## config.mk

```make
export PLATFORM = sky130hd
export DESIGN_NAME = uart_rx
export DESIGN_NICKNAME = d
export VERILOG_FILES = /design/src/rtl/uart_rx.sv
export SDC_FILE = /design/constraint.sdc
export NUM_CORES = 1
export LEC_CHECK = 0
export CAP_MARGIN = 40
export CORE_MARGIN = 2
export CORE_UTILIZATION = 40
export DETAILED_ROUTE_END_ITERATION = 16
export SKIP_CTS_REPAIR_TIMING = 1
export SYNTH_ARGS = -nofsm -noshare
export SYNTH_HDL_FRONTEND = slang
export SYNTH_SLANG_ARGS = --single-unit
```

## constraint.sdc

```tcl
create_clock -name clk -period 3.5 [get_ports clk]
set_clock_uncertainty 0.2 [all_clocks]
set_input_delay 0.35 -clock clk [delete_from_list [all_inputs] [get_ports clk]]
set_output_delay 0.35 -clock clk [all_outputs]
set_load 0.05 [all_outputs]
```

## src/rtl/uart_rx.sv

```systemverilog
// ---------------------------------------------------------------------------
// uart_rx
// FSM-based UART receiver. Deserialises an asynchronous serial line into
// bytes: 1 start bit (0), 8 data bits LSB first, optional even-parity bit,
// 1 stop bit (1). Each bit is sampled at its midpoint. Back-to-back frames
// are supported because IDLE is re-entered at the middle of the stop bit.
//
// Ports:
//   clk          system clock
//   rst_n        asynchronous active-low reset
//   rx           serial line, asynchronous to clk, idles high
//   parity_en    frame carries a parity bit; captured when the start bit
//                is validated and held for the rest of the frame
//   clk_per_bit  clk cycles per bit (4..8191), static during a frame
//   rx_data      last correctly received byte
//   rx_valid     one-cycle pulse: rx_data updated with a clean frame
//   parity_err   one-cycle pulse: parity mismatch
//   frame_err    one-cycle pulse: stop bit sampled low
//   busy         high whenever the FSM is not in IDLE
// ---------------------------------------------------------------------------
module uart_rx #(
    parameter int SYNC_STAGES = 2
) (
    input  logic        clk,
    input  logic        rst_n,
    input  logic        rx,
    input  logic        parity_en,
    input  logic [12:0] clk_per_bit,
    output logic [7:0]  rx_data,
    output logic        rx_valid,
    output logic        parity_err,
    output logic        frame_err,
    output logic        busy
);

    typedef enum logic [2:0] {
        IDLE,
        START,
        DATA,
        PARITY,
        STOP
    } state_t;

    // Synchroniser chain plus one flop of history for falling-edge detection.
    // Both reset high so that reset release never looks like a start edge.
    logic [SYNC_STAGES-1:0] sync_reg;
    logic                   rx_prev_reg;
    logic                   sync;

    assign sync = sync_reg[SYNC_STAGES-1];

    always_ff @(posedge clk or negedge rst_n) begin
        if (!rst_n) begin
            sync_reg    <= '1;
            rx_prev_reg <= 1'b1;
        end else begin
            sync_reg    <= {sync_reg[SYNC_STAGES-2:0], rx};
            rx_prev_reg <= sync;
        end
    end

    state_t      state_reg,   state_next;
    logic [12:0] cnt_reg,     cnt_next;
    logic [2:0]  bit_idx_reg, bit_idx_next;
    logic [7:0]  shift_reg,   shift_next;
    logic        par_bad_reg, par_bad_next;
    logic        par_en_reg,  par_en_next;
    logic [7:0]  rx_data_reg, rx_data_next;
    logic        valid_reg,   valid_next;
    logic        perr_reg,    perr_next;
    logic        ferr_reg,    ferr_next;

    logic [12:0] half_m1;
    logic [12:0] bit_m1;

    // Start bit is checked half a bit in; every later bit one full bit on,
    // which keeps all samples centred.
    assign half_m1 = (clk_per_bit >> 1) - 13'd1;
    assign bit_m1  = clk_per_bit - 13'd1;

    always_ff @(posedge clk or negedge rst_n) begin
        if (!rst_n) begin
            state_reg   <= IDLE;
            cnt_reg     <= '0;
            bit_idx_reg <= '0;
            shift_reg   <= '0;
            par_bad_reg <= 1'b0;
            par_en_reg  <= 1'b0;
            rx_data_reg <= '0;
            valid_reg   <= 1'b0;
            perr_reg    <= 1'b0;
            ferr_reg    <= 1'b0;
        end else begin
            state_reg   <= state_next;
            cnt_reg     <= cnt_next;
            bit_idx_reg <= bit_idx_next;
            shift_reg   <= shift_next;
            par_bad_reg <= par_bad_next;
            par_en_reg  <= par_en_next;
            rx_data_reg <= rx_data_next;
            valid_reg   <= valid_next;
            perr_reg    <= perr_next;
            ferr_reg    <= ferr_next;
        end
    end

    always_comb begin
        state_next   = state_reg;
        cnt_next     = cnt_reg;
        bit_idx_next = bit_idx_reg;
        shift_next   = shift_reg;
        par_bad_next = par_bad_reg;
        par_en_next  = par_en_reg;
        rx_data_next = rx_data_reg;
        valid_next   = 1'b0;
        perr_next    = 1'b0;
        ferr_next    = 1'b0;

        case (state_reg)
            IDLE: begin
                cnt_next     = '0;
                bit_idx_next = '0;
                par_bad_next = 1'b0;
                // Only a genuine high-to-low transition starts a frame, so a
                // line stuck low after a framing error is ignored.
                if (!sync && rx_prev_reg) begin
                    state_next = START;
                end
            end

            START: begin
                if (cnt_reg == half_m1) begin
                    cnt_next = '0;
                    if (!sync) begin
                        state_next  = DATA;
                        par_en_next = parity_en;
                    end else begin
                        // Glitch shorter than half a bit: drop silently.
                        state_next = IDLE;
                    end
                end else begin
                    cnt_next = cnt_reg + 13'd1;
                end
            end

            DATA: begin
                if (cnt_reg == bit_m1) begin
                    cnt_next                = '0;
                    shift_next[bit_idx_reg] = sync;
                    if (bit_idx_reg == 3'd7) begin
                        bit_idx_next = '0;
                        state_next   = par_en_reg ? PARITY : STOP;
                    end else begin
                        bit_idx_next = bit_idx_reg + 3'd1;
                    end
                end else begin
                    cnt_next = cnt_reg + 13'd1;
                end
            end

            PARITY: begin
                if (cnt_reg == bit_m1) begin
                    cnt_next     = '0;
                    par_bad_next = (sync != ^shift_reg);
                    state_next   = STOP;
                end else begin
                    cnt_next = cnt_reg + 13'd1;
                end
            end

            STOP: begin
                if (cnt_reg == bit_m1) begin
                    cnt_next   = '0;
                    state_next = IDLE;
                    if (sync) begin
                        if (!par_bad_reg) begin
                            rx_data_next = shift_reg;
                            valid_next   = 1'b1;
                        end else begin
                            perr_next = 1'b1;
                        end
                    end else begin
                        ferr_next = 1'b1;
                        perr_next = par_bad_reg;
                    end
                end else begin
                    cnt_next = cnt_reg + 13'd1;
                end
            end

            default: begin
                state_next = IDLE;
            end
        endcase
    end

    assign rx_data    = rx_data_reg;
    assign rx_valid   = valid_reg;
    assign parity_err = perr_reg;
    assign frame_err  = ferr_reg;
    assign busy       = (state_reg != IDLE);

endmodule

```

**After elaboration in Yosys (flattened, before gate mapping)**

Cells that the tools add are included.
Widths: inputs -> output; s select.

- Equality and inequality tests: 14
- Add/subtract/negate cells: 4
- Bitwise logic cells: 2
- Multiplexer cells: 31
- Divide/modulo/power cells: 0
- Shifts and indexed selects: 0
- Reductions and logical operators: 16
- Order comparisons: 2
- $mul: 0

Operators by type and width:

| operator | number |
|---|---|
| $pmux 13 s3 | 1 |
| $mux 3 | 9 |
| $eq 13x13->1 | 2 |
| $mux 13 | 2 |
| $pmux 3 s5 | 1 |
| $add 13x1->13 const B | 1 |
| $mux 1 | 13 |
| $sub 12x1->13 const B | 1 |
| $sub 13x1->13 const B | 1 |
| $ne 2x2->1 const B | 6 |
| $bwmux 8 | 1 |
| $reduce_xor 8->1 | 1 |
| $eq 3x2->1 const B | 2 |
| $eq 3x3->1 const B | 2 |
| $pmux 3 s2 | 1 |
| $reduce_and 2->1 | 3 |
| $reduce_and 6->1 | 1 |
| $reduce_bool 3->1 | 2 |
| $lt 3x4->1 const B | 1 |
| $reduce_and 4->1 | 1 |
| $reduce_bool 2->1 | 2 |
| $add 3x1->3 const B | 1 |
| $demux 1 s3 | 1 |
| $eq 3x1->1 const B | 1 |
| 10 further kinds | 12 |

- Output and inout bits: 12
- Bits in writable memories: 0
- Bits of input ports: 17
- Register bits: 43
- Latch bits: 0
- Word-level logic and storage cells: 81
- Bits in read-only memories: 0
- Memories: 0

**Logic depth before layout (Yosys ltp)**

Gate-level depths: netlist of the first run.

- Word-level depth: 5
- Depth in mapped cells: 12
- Mapped depth without buffers: 9

**Worst setup path after synthesis of the first run**

No wires, ideal clock.

- Kind: input to register
- Start: in clk_per_bit[2]
- End: reg rx_data_reg[0], in the netlist rx_data[0]
- Setup time: 0.125 ns
- Slack: 0.385 ns
- Data arrival time: 2.790 ns
- Stages: 11
- Buffers on the path: 2
- Data required time: 3.175 ns
- Cell sequence: buf_2 inv_1 ha_1 clkbuf_2 nor4b_4 nand3_1 xnor2_1 nor4_4 nand3_2 nor4b_4 mux2_2

- Cells in the longest elaborated chain, start to end: 3

RTL lines:

| item | line | RTL |
|---|---|---|
| from (decl) | 28 | `input logic [12:0] clk_per_bit,` |
| $sub 13x1->13 | 79 | `assign bit_m1 = clk_per_bit - 13'd1;` |
| $eq 13x13->1 | 172 | `if (cnt_reg == bit_m1) begin` |
| $reduce_and 4->1 (no line) | - |  |
| to (signal assigned) | 100 | `rx_data_reg <= rx_data_next;` |
| to (decl) | 68 | `logic [7:0] rx_data_reg, rx_data_next;` |

No other way between the ends.
A chain may end at the register's enable or synchronous reset.

**Worst setup path in the final report of the first run**

- Start: in clk_per_bit[1]
- End: reg cnt_reg[0]

- Cells in the longest elaborated chain, start to end: 4
- Elaborated cells between the ends (all ways): 7
- Classes of those cells: add/sub: 2; eq/ne: 2; mux: 3

RTL lines:

| item | line | RTL |
|---|---|---|
| $sub 13x1->13 / $sub 12x1->13 (equally long branches) | 79, 78 |  |
| $eq 13x13->1 (on tied branches) | - |  |
| $mux 13 (on tied branches) | - |  |
| $pmux 13 s3 * | 119 | `case (state_reg)` |
| to (signal assigned) | 95 | `cnt_reg <= cnt_next;` |
| to (decl) | 63 | `logic [12:0] cnt_reg, cnt_next;` |

Every way passes the cells marked *; elsewhere a longest branch is shown, timed or not.

==> run_results.csv, run 1 <==
group,metric,value,unit
outcome,status,"completed",
detailed_routing,routed_wl,7.66,mm
power_and_ir_drop,peakVddDrop,0.216,mV
die,die_w,93.1,microns
worst_hold_path,holdPathEnd,"sync_reg[1]",
cells_and_area,finalNonFillerCells,496,
die,coreArea,7690,sq um
die,initial_core_util,0.413,
yosys,syn_area,3170,sq um
yosys,synth_nets,365,
setup_path,max_stage_delay,0.48,ns
setup_path,startpoint_type,"input pin",
setup_path,r2r.worst_path.cells,8,
cells_and_area,largest_reg_flops,13,
global_routing,grt_pass1_wl,13.2,mm
sta,finalCritPeriodShare,0.923,
yosys,synth_top_family_by_area,"simple AND/OR/NAND/NOR gates",
detailed_routing,detail_route.iter0.violations,171,
place,io_buffers,28,
global_routing,antenna_found_initial,0,
cells_and_area,area_growth,22.0,%
setup_path,worstPathMaxFanout,8,
yosys,synth-compound-area-share,0.145,
global_routing,grt_overflow_total,0,
cells_and_area,antennaDiodeCount,0,
worst_hold_path,hold_depth,0,
yosys,synth_edf_count,0,
detailed_routing,drt_first_pass_iters,4,
die,io_pins,29,
yosys,synthMuxAreaShare,0.0761,
sta,rsz0062_at_grt,"false",
sta,fin_crit,3.23,ns
die,dieArea,8660,sq um
place,dp_slack,-0.0471,ns
power_and_ir_drop,p_per_area,323,nW/um^2
global_routing,grt_pass1_vias,2736,
sta,setup_violations,0,
sta,fmax,0.310,GHz
setup_path,r2r_start,"cnt_reg[2]",
sta,worst_pin_slew,0.884,ns
yosys,synth_xor_area_frac,0.102,
clocking,clk_pin_slew,0.09,ns
setup_path,arrival,3.22,ns
place,place_congestion,0.871,
yosys,synth-seq-cells,43,
global_routing,grt_max_degree,31,
yosys,ys_seq_area_frac,0.340,
sta,drv_slew,0,
global_routing,grt_usage,0.188,
setup_path,reg2reg_to,"cnt_reg[0]",
clocking,cts_tree,"done",
cells_and_area,fin_nets,415,
place,dpl.cell_count,487,
cells_and_area,layout-drive-gt1-share,0.216,
setup_path,path_common_cell,"buf_4",
setup_path,worstPathRequired,3.49,ns
detailed_routing,wl_per_cell,15.4,microns
yosys,ys.warnings.count,0,
setup_path,cp_slowest_cell,"clkdlybuf4s50_1",
clocking,clockRootBuffer,"clkbuf_8",
cells_and_area,n_fill_cell,746,
yosys,async_flop_share,1.00,
detailed_routing,vias_per_cell,5.51,
clocking,clock-sinks,43,
setup_path,path_cells,"clkdlybuf4s50_1 > inv_1 > ha_1 > buf_4 > o21ba_2 > a221oi_1 > a31oi_1 > nor4b_2 > a311oi_2 > nor3_4 > buf_4 > o21ai_1",
place,hpwlAfterDp,5.97,mm
die,rows,32,
yosys,synth_simple_gate_area_frac,0.265,
yosys,synthCells,343,
worst_hold_path,hp-class,"flop to flop",
clocking,clk_latency,0.30,ns
yosys,synth_fa_ha_area_frac,0.0197,
cells_and_area,most-common-layout-cells,"dfrtp_1 (40), buf_4 (36), nand2_1 (30)",
cells_and_area,layout_commonest_cell,"dfrtp_1",
worst_hold_path,worstHoldStart,"sync_reg[0]",
sta,fin_ws,0.271,ns
die,dieHeight,93.1,microns
flow_run,drv_cap,0,
clocking,htreeDepth,2,
setup_path,setup.worst_path.class,"input pin to flop",
setup_path,r2r_slack,0.70,ns
clocking,cts_made_buffers,5,
detailed_routing,vias,2733,
detailed_routing,antenna_left,0,
yosys,synth_cell_types,65,
detailed_routing,route.detailed.drc,0,
yosys,synthFlopType,"dfrtp_1",
clocking,clk_path_buf_depth,2,
sta,relSlewSlack,0.409,
power_and_ir_drop,p_leak,1.60,nW
sta,timing_hold_violations_final,0,
setup_path,cp-end-kind,"flop",
yosys,syn_avg_cell_area,9.25,sq um
[how the worst max path moves through the flow]
| stage | startpoint | endpoint | slack, ns | cells after the start |
|---|---|---|---|---|
| global route | clk_per_bit[1] | par_en_reg | 0.04 | 10 |
| global placement | clk_per_bit[1] | cnt_reg[12] | -0.009 | 12 |
| detailed placement | clk_per_bit[1] | cnt_reg[0] | -0.05 | 12 |
| finish | clk_per_bit[1] | cnt_reg[0] | 0.27 | 12 |
| floorplan | clk_per_bit[2] | rx_data[0] | 0.38 | 11 |
| CTS | clk_per_bit[1] | cnt_reg[0] | 0.26 | 12 |
[per-stage QoR]
| step | instance area (sq um) | power [mW] | hold slack (ns) | utilization | setup TNS, ns |
|---|---|---|---|---|---|
| finish | 3870 | 1.25 | 0.158 | 0.504 | 0 |
| global route | 3870 | 1.33 | 0.166 | 0.504 | 0 |
| CTS | 3860 | 1.27 | -0.254 | 0.502 | 0 |
| detailed placement | 3770 | 0.943 | 0.0755 | 0.491 | -0.456 |
| global placement | 3750 | 0.933 | 0.147 | 0.488 | -0.0243 |
| floorplan | 3170 | 0.814 | -0.146 | - | 0 |
[area by class of cell]
type,instances,area (sq um),share of cell area
sequential,43,1080,0.279
multi-input combinational,262,1930,0.498
timing repair buffer,67,596,0.154
inverter,14,52.6,0.0136
clock inverter,3,20.0,0.00517
clock buffer,5,68.8,0.0178
tap,102,128,0.0330
[critical path, delay by kind of cell]
family                     cells  cell delay, ns
AOI/OAI and AO/OA              5            0.87
and+or+nand+nor                2            0.83
adders and majority gates      1            0.24
buffers and inverters          4            0.91
[metal layers]
layer	up-vias	share of wire	GRT usage
li1	1369	-	-
met1	1329	0.45	0.242
met2	30	0.52	0.340
met3	5	0.020	0.0226
met4	0	0.0057	0.0368
met5	-	0	0
[kinds of logic after synthesis]
| kind of cell | Yosys count |
|---|---|
| fa+ha+maj | 5 |
| mux | 22 |
| simple gates | 135 |
| buf+inv | 38 |
| xor+xnor | 37 |
| compound gates | 63 |
| flops | 43 |
[cell usage after synthesis, types with 3 or more instances]
cell	instances	area, sq um
dfrtp_1	40	1000
nand2_1	30	113
xnor2_1	19	166
xor2_1	18	158
clkbuf_1	16	60.1
mux2_2	16	180
nor2_1	16	60.1
inv_1	14	52.6
nand4_1	13	81.3
nand3_1	12	60.1
nor3_1	12	60.1
a21oi_1	8	40.0
o211ai_1	8	60.1
a31oi_1	7	43.8
and3_1	7	43.8
o21ai_0	7	35.0
o21ai_1	6	30.0
ha_1	5	62.6
mux2i_1	5	50.1
nand4b_1	5	43.8
nor4_1	5	31.3
o311ai_1	5	43.8
nor3b_1	4	30.0
or2_2	4	25.0
or4_1	4	30.0
buf_4	3	22.5
dfstp_2	3	78.8
nand2b_1	3	18.8
[where the power goes]
group	internal [mW]	leakage [nW]	total [mW]	switching, mW
logic	0.153	0.978	0.341	0.188
registers	0.528	0.581	0.593	0.0650
clock network	0.139	0.0402	0.317	0.178
total	0.820	1.60	1.25	0.431
Power figures use the tool's default switching activity.
==> run 2, diff against run 1 <==
- GPL_ROUTABILITY_DRIVEN: not set -> 0
- SETUP_SLACK_MARGIN: not set -> 0.5
- SKIP_CTS_REPAIR_TIMING: 1 -> not set
==> run 2 against run 1 <==
  * Critical path depth decreased by 1
  * Largest power group unchanged
  * Hold slack improved by 0.00071 ns
  * Final area rose by 8.6%
  * Sequential share of layout area is 2.2 points lower
  * Sequential power rose by 0.8%
  * Core utilization increased by 4.3 points
  * First-iteration DRC count shrank 11%
  * Highest routed layer unchanged
  * Sequential cell count unchanged
  * Critical endpoint is now rx_data[5]
  * Combinational power rose by 13%
  * Clock power increased by 25%
  * Die area is the same
==> run_results.csv, run 2 (synthesis gave the netlist of run 1 again) <==
group,metric,value,unit
outcome,status,"completed",
clocking,clk_path_buf_depth,2,
clocking,cts_tree,"done",
cells_and_area,multi_input_area,2150,sq um
global_routing,grt_usage,0.196,
flow_run,drv_cap,0,
global_routing,use_met1,0.258,
sta,setup_violations,0,
detailed_routing,vias_per_cell,5.68,
clocking,htreeDepth,2,
clocking,cts_made_buffers,5,
sta,timing_hold_violations_final,0,
clocking,clk_latency,0.30,ns
cells_and_area,final-seq-area,1080,sq um
cells_and_area,layout-drive-gt1-share,0.287,
setup_path,arrival,2.86,ns
die,rows,32,
detailed_routing,vias,2855,
die,coreArea,7690,sq um
cells_and_area,area_growth,32.5,%
sta,drv_slew,0,
setup_path,worstPathMaxFanout,5,
global_routing,grt_overflow_total,0,
place,hpwlAfterDp,5.89,mm
cells_and_area,fin_util,0.547,
clocking,clockRootBuffer,"clkbuf_8",
power_and_ir_drop,p_per_area,328,nW/um^2
sta,rsz0062_at_grt,"false",
place,place_area,3770,sq um
cells_and_area,n_fill_cell,709,
setup_path,setup.worst_path.class,"input pin to flop",
sta,relSlewSlack,0.540,
die,io_pins,29,
power_and_ir_drop,p_leak,1.74,nW
cells_and_area,most-common-layout-cells,"dfrtp_1 (40), buf_4 (36), nand2_1 (30)",
die,dieHeight,93.1,microns
sta,worst_pin_slew,0.687,ns
detailed_routing,detail_route.iter0.violations,152,
clocking,clock-sinks,43,
sta,finalCritPeriodShare,0.823,
cells_and_area,antennaDiodeCount,0,
cells_and_area,largest_reg_flops,13,
setup_path,startpoint_type,"input pin",
setup_path,worstPathRequired,3.48,ns
sta,fin_crit,2.88,ns
detailed_routing,wl_per_cell,16.5,microns
global_routing,grt_util_met2,0.332,
clocking,clk_pin_slew,0.09,ns
cells_and_area,fin_nets,422,
setup_path,cp-end-kind,"flop",
global_routing,grt_pass1_vias,2802,
global_routing,grt_pass1_wl,13.8,mm
detailed_routing,routed_wl,8.31,mm
cells_and_area,layout_commonest_cell,"dfrtp_1",
die,dieArea,8660,sq um
detailed_routing,antenna_left,0,
cells_and_area,stdcell_area,4210,sq um
detailed_routing,drt_first_pass_iters,4,
global_routing,grt.busiest_layer,"met2",
global_routing,antenna_found_initial,0,
detailed_routing,route.detailed.drc,0,
place,io_buffers,28,
sta,fmax,0.347,GHz
die,die_w,93.1,microns
power_and_ir_drop,p_total,1.38,mW
global_routing,use_met3,0.0282,
worst_hold_path,hp-class,"flop to flop",
die,initial_core_util,0.413,
power_and_ir_drop,peakVddDrop,0.258,mV
global_routing,grt_max_degree,38,
[run 2: what timing repair did]
action,in CTS,in global routing
pin swaps,14,10
hold buffers,1,0
endpoints found under the hold margin,39,0
endpoints found under the setup margin,34,30
setup buffers,9,3
cloned,1,0
gates resized for setup,33,23
[run 2: through the flow]
stage	hold slack (ns)	instances	setup WS, ns	TNS (ns)
floorplan	-0.146	343	0.499	0
global placement	0.150	479	0.000777	0
detailed placement	0.0224	481	-0.0162	-0.0162
CTS	0.160	500	0.533	0
global route	0.168	503	0.498	0
finish	0.159	503	0.619	0
[run 2: path summary, 6_finish.rpt]
| path | slack (ns) | startpoint | depth (start not counted) | to |
|---|---|---|---|---|
| worst min-delay path | 0.16 | sync_reg[0] | 0 | sync_reg[1] |
| min in group asynchronous | 0.22 | rst_n | 2 | cnt_reg[10] |
| worst max register to register | 0.81 | cnt_reg[7] | 8 | rx_data[5] |
| max in group asynchronous | 2.35 | rst_n | 3 | sync_reg[1] |
| worst min register to register | 0.16 | sync_reg[0] | 0 | sync_reg[1] |
| worst max-delay path | 0.62 | clk_per_bit[0] | 11 | rx_data[5] |
[run 2: power by group]
group	switching (mW)	total [mW]	internal (mW)	leakage, nW
combinational	0.215	0.385	0.171	1.10
clock	0.182	0.395	0.213	0.0581
sequential	0.0703	0.598	0.527	0.581
[run 2: final cells by class]
type                    count  share of cell area
clock buffers               5              0.0164
clock inverters             3              0.0104
inverters                  14              0.0125
multi-input cells         262               0.510
flip-flops and latches     43               0.257
well taps                 102              0.0303
repair buffers             74               0.163
[run 2: routing by layer]
layer | part of all wire | up-vias
met5 | 0 | -
met4 | 0.017 | 0
met2 | 0.49 | 82
li1 | - | 1371
met3 | 0.049 | 16
met1 | 0.44 | 1386
[run 2: critical path: stages]
cell           delay (ns)
dlygate4sd2_1        0.25
inv_2                0.08
ha_4                 0.13
nor3b_4              0.29
nand4_1              0.23
xnor2_2              0.21
nor4_4               0.34
nand3_2              0.15
nor4b_4              0.31
buf_4                0.21
mux2_4               0.30
==> run 3, diff against run 2 <==
- clock period: 3.5 -> 2.79 ns (I/O delays scaled with it)
==> run 3 against run 2 <==
  * Die area did not move
  * Critical path depth fell by 2
  * Power rose by 47%
  * Largest power group unchanged
  * Largest cell class unchanged
  * Non-clock buffer count rose by 42
  * Routed wire length rose by 13%
  * Final area rose by 20%
==> run_results.csv, run 3 (synthesis gave the netlist of run 1 again) <==
group,metric,value,unit
detailed_routing,route.detailed.drc,0,
clocking,htreeDepth,2,
flow_run,drv_cap,0,
worst_hold_path,worstHoldStart,"sync_reg[0]",
place,hpwlAfterDp,6.15,mm
power_and_ir_drop,p_per_area,404,nW/um^2
power_and_ir_drop,combPwrFrac,0.352,
sta,relSlewSlack,0.610,
global_routing,grt_usage,0.221,
worst_hold_path,hp-class,"flop to flop",
global_routing,grt_overflow_total,0,
power_and_ir_drop,power_frac_seq,0.364,
power_and_ir_drop,switching_share,0.328,
outcome,status,"completed",
global_routing,grt_pass1_vias,3221,
power_and_ir_drop,power_switching,666,uW
place,place_area,4020,sq um
place,io_buffers,28,
cells_and_area,stdcell_area,5030,sq um
setup_path,cp-end-kind,"flop",
die,die_w,93.1,microns
cells_and_area,fin_nets,464,
detailed_routing,detail_route.iter0.violations,168,
clocking,clockRootBuffer,"clkbuf_8",
power_and_ir_drop,p_total,2.03,mW
die,rows,32,
sta,setup_violations,0,
cells_and_area,layout-drive-gt1-share,0.472,
detailed_routing,wl_per_cell,17.3,microns
clocking,cts_tree,"done",
sta,setup_tns,0,ns
worst_hold_path,hold_depth,0,
cells_and_area,layout_commonest_cell,"buf_4",
cells_and_area,antennaDiodeCount,0,
global_routing,antenna_found_initial,0,
setup_path,cp_top_family,"simple AND/OR/NAND/NOR gates",
power_and_ir_drop,peakVddDrop,0.365,mV
setup_path,reg2reg_to,"rx_data[5]",
setup_path,path_cells,"xor2_4 > and3_4 > o21ai_4 > nor4_4 > buf_4 > nand3_4 > nor4b_4 > buf_6 > mux2_4",
detailed_routing,antenna_left,0,
sta,drv_slew,0,
cells_and_area,fin_util,0.654,
cells_and_area,area_growth,58.4,%
setup_path,max_stage_delay,0.49,ns
sta,finalCritPeriodShare,0.946,
setup_path,critical_path_buf_inv_count,2,
die,dieHeight,93.1,microns
clocking,clock-sinks,43,
detailed_routing,routed_wl,9.42,mm
power_and_ir_drop,p_leak,2.06,nW
setup_path,startpoint_type,"flop",
cells_and_area,most-common-layout-cells,"buf_4 (63), dfrtp_1 (35), nand2_1 (29)",
global_routing,grt_pass1_wl,15.3,mm
clocking,cts_made_buffers,5,
setup_path,r2r_slack,0.15,ns
setup_path,worstPathMaxFanout,6,
detailed_routing,vias_per_cell,5.70,
setup_path,setup.worst_path.class,"flop to flop",
sta,rsz0062_at_grt,"true",
setup_path,cp_slowest_cell,"dfrtp_2",
clocking,clk_path_buf_depth,2,
setup_path,r2r_start,"cnt_reg[6]",
sta,timing_hold_violations_final,0,
global_routing,grt_max_degree,33,
clocking,clk_pin_slew,0.08,ns
setup_path,r2r.worst_path.cells,9,
sta,worst_hold_slack,0.160,ns
worst_hold_path,holdPathEnd,"sync_reg[1]",
die,initial_core_util,0.413,
sta,worst_pin_slew,0.583,ns
detailed_routing,drt_first_pass_iters,4,
sta,fin_crit,2.64,ns
die,io_pins,29,
setup_path,worstPathRequired,2.77,ns
detailed_routing,vias,3106,
power_and_ir_drop,intPower,1.36,mW
die,coreArea,7690,sq um
cells_and_area,largest_reg_flops,13,
die,dieArea,8660,sq um
setup_path,arrival,2.62,ns
sta,fmax,0.379,GHz
clocking,clk_latency,0.30,ns
power_and_ir_drop,clkPwrFrac,0.284,
-- run 3: repair_timing --
| action | in CTS | in global routing |
|---|---|---|
| pin swaps | 44 | 23 |
| gates cloned | 1 | 0 |
| hold buffers | 1 | 0 |
| hold endpoints to repair | 28 | 0 |
| resized for setup | 125 | 27 |
| setup buffers | 19 | 9 |
| endpoints found under the setup margin | 41 | 41 |
-- run 3: per-layer routing --
layer	global-route usage	vias up	share of wire
li1	-	1458	-
met1	0.263	1532	0.40
met2	0.397	81	0.53
met3	0.0298	35	0.036
met4	0.0980	0	0.037
met5	0	-	0
-- run 3: power by group through the flow --
stage	combinational, mW	clock (mW)	sequential (mW)
6_report	0.715	0.575	0.739
5_1_grt	0.771	0.613	0.751
4_1_cts	0.643	0.586	0.734
3_5_place_dp	0.501	0	0.737
3_3_place_gp	0.490	0	0.734
2_1_floorplan	0.318	0	0.718
-- run 3: worst max-delay path by stage --
stage / startpoint / slack (ns) / endpoint / cells after the start
2_1_floorplan: clk_per_bit[2] / -0.05 / rx_data[0] / 11
3_3_place_gp: clk_per_bit[1] / -0.66 / par_en_reg / 12
3_5_place_dp: clk_per_bit[1] / -0.65 / par_en_reg / 12
4_1_cts: clk_per_bit[1] / 0.14 / rx_data[6] / 11
5_1_grt: cnt_reg[5] / 0.04 / rx_data[5] / 9
6_report: cnt_reg[6] / 0.15 / rx_data[5] / 9
-- run 3: area by class of cell --
class,instances,area (sq um)
clock inverter,2,60.1
sequential,43,1090
timing repair buffer,116,1060
tap,102,128
clock buffer,6,72.6
inverter,14,62.6
multi-input combinational,262,2550
fill,621,2660
-- run 3: through the flow --
step           setup WS (ns)  instances
2_1_floorplan        -0.0461        343
3_3_place_gp          -0.655        506
3_5_place_dp          -0.646        507
4_1_cts                0.143        536
5_1_grt               0.0428        545
6_report               0.152        545
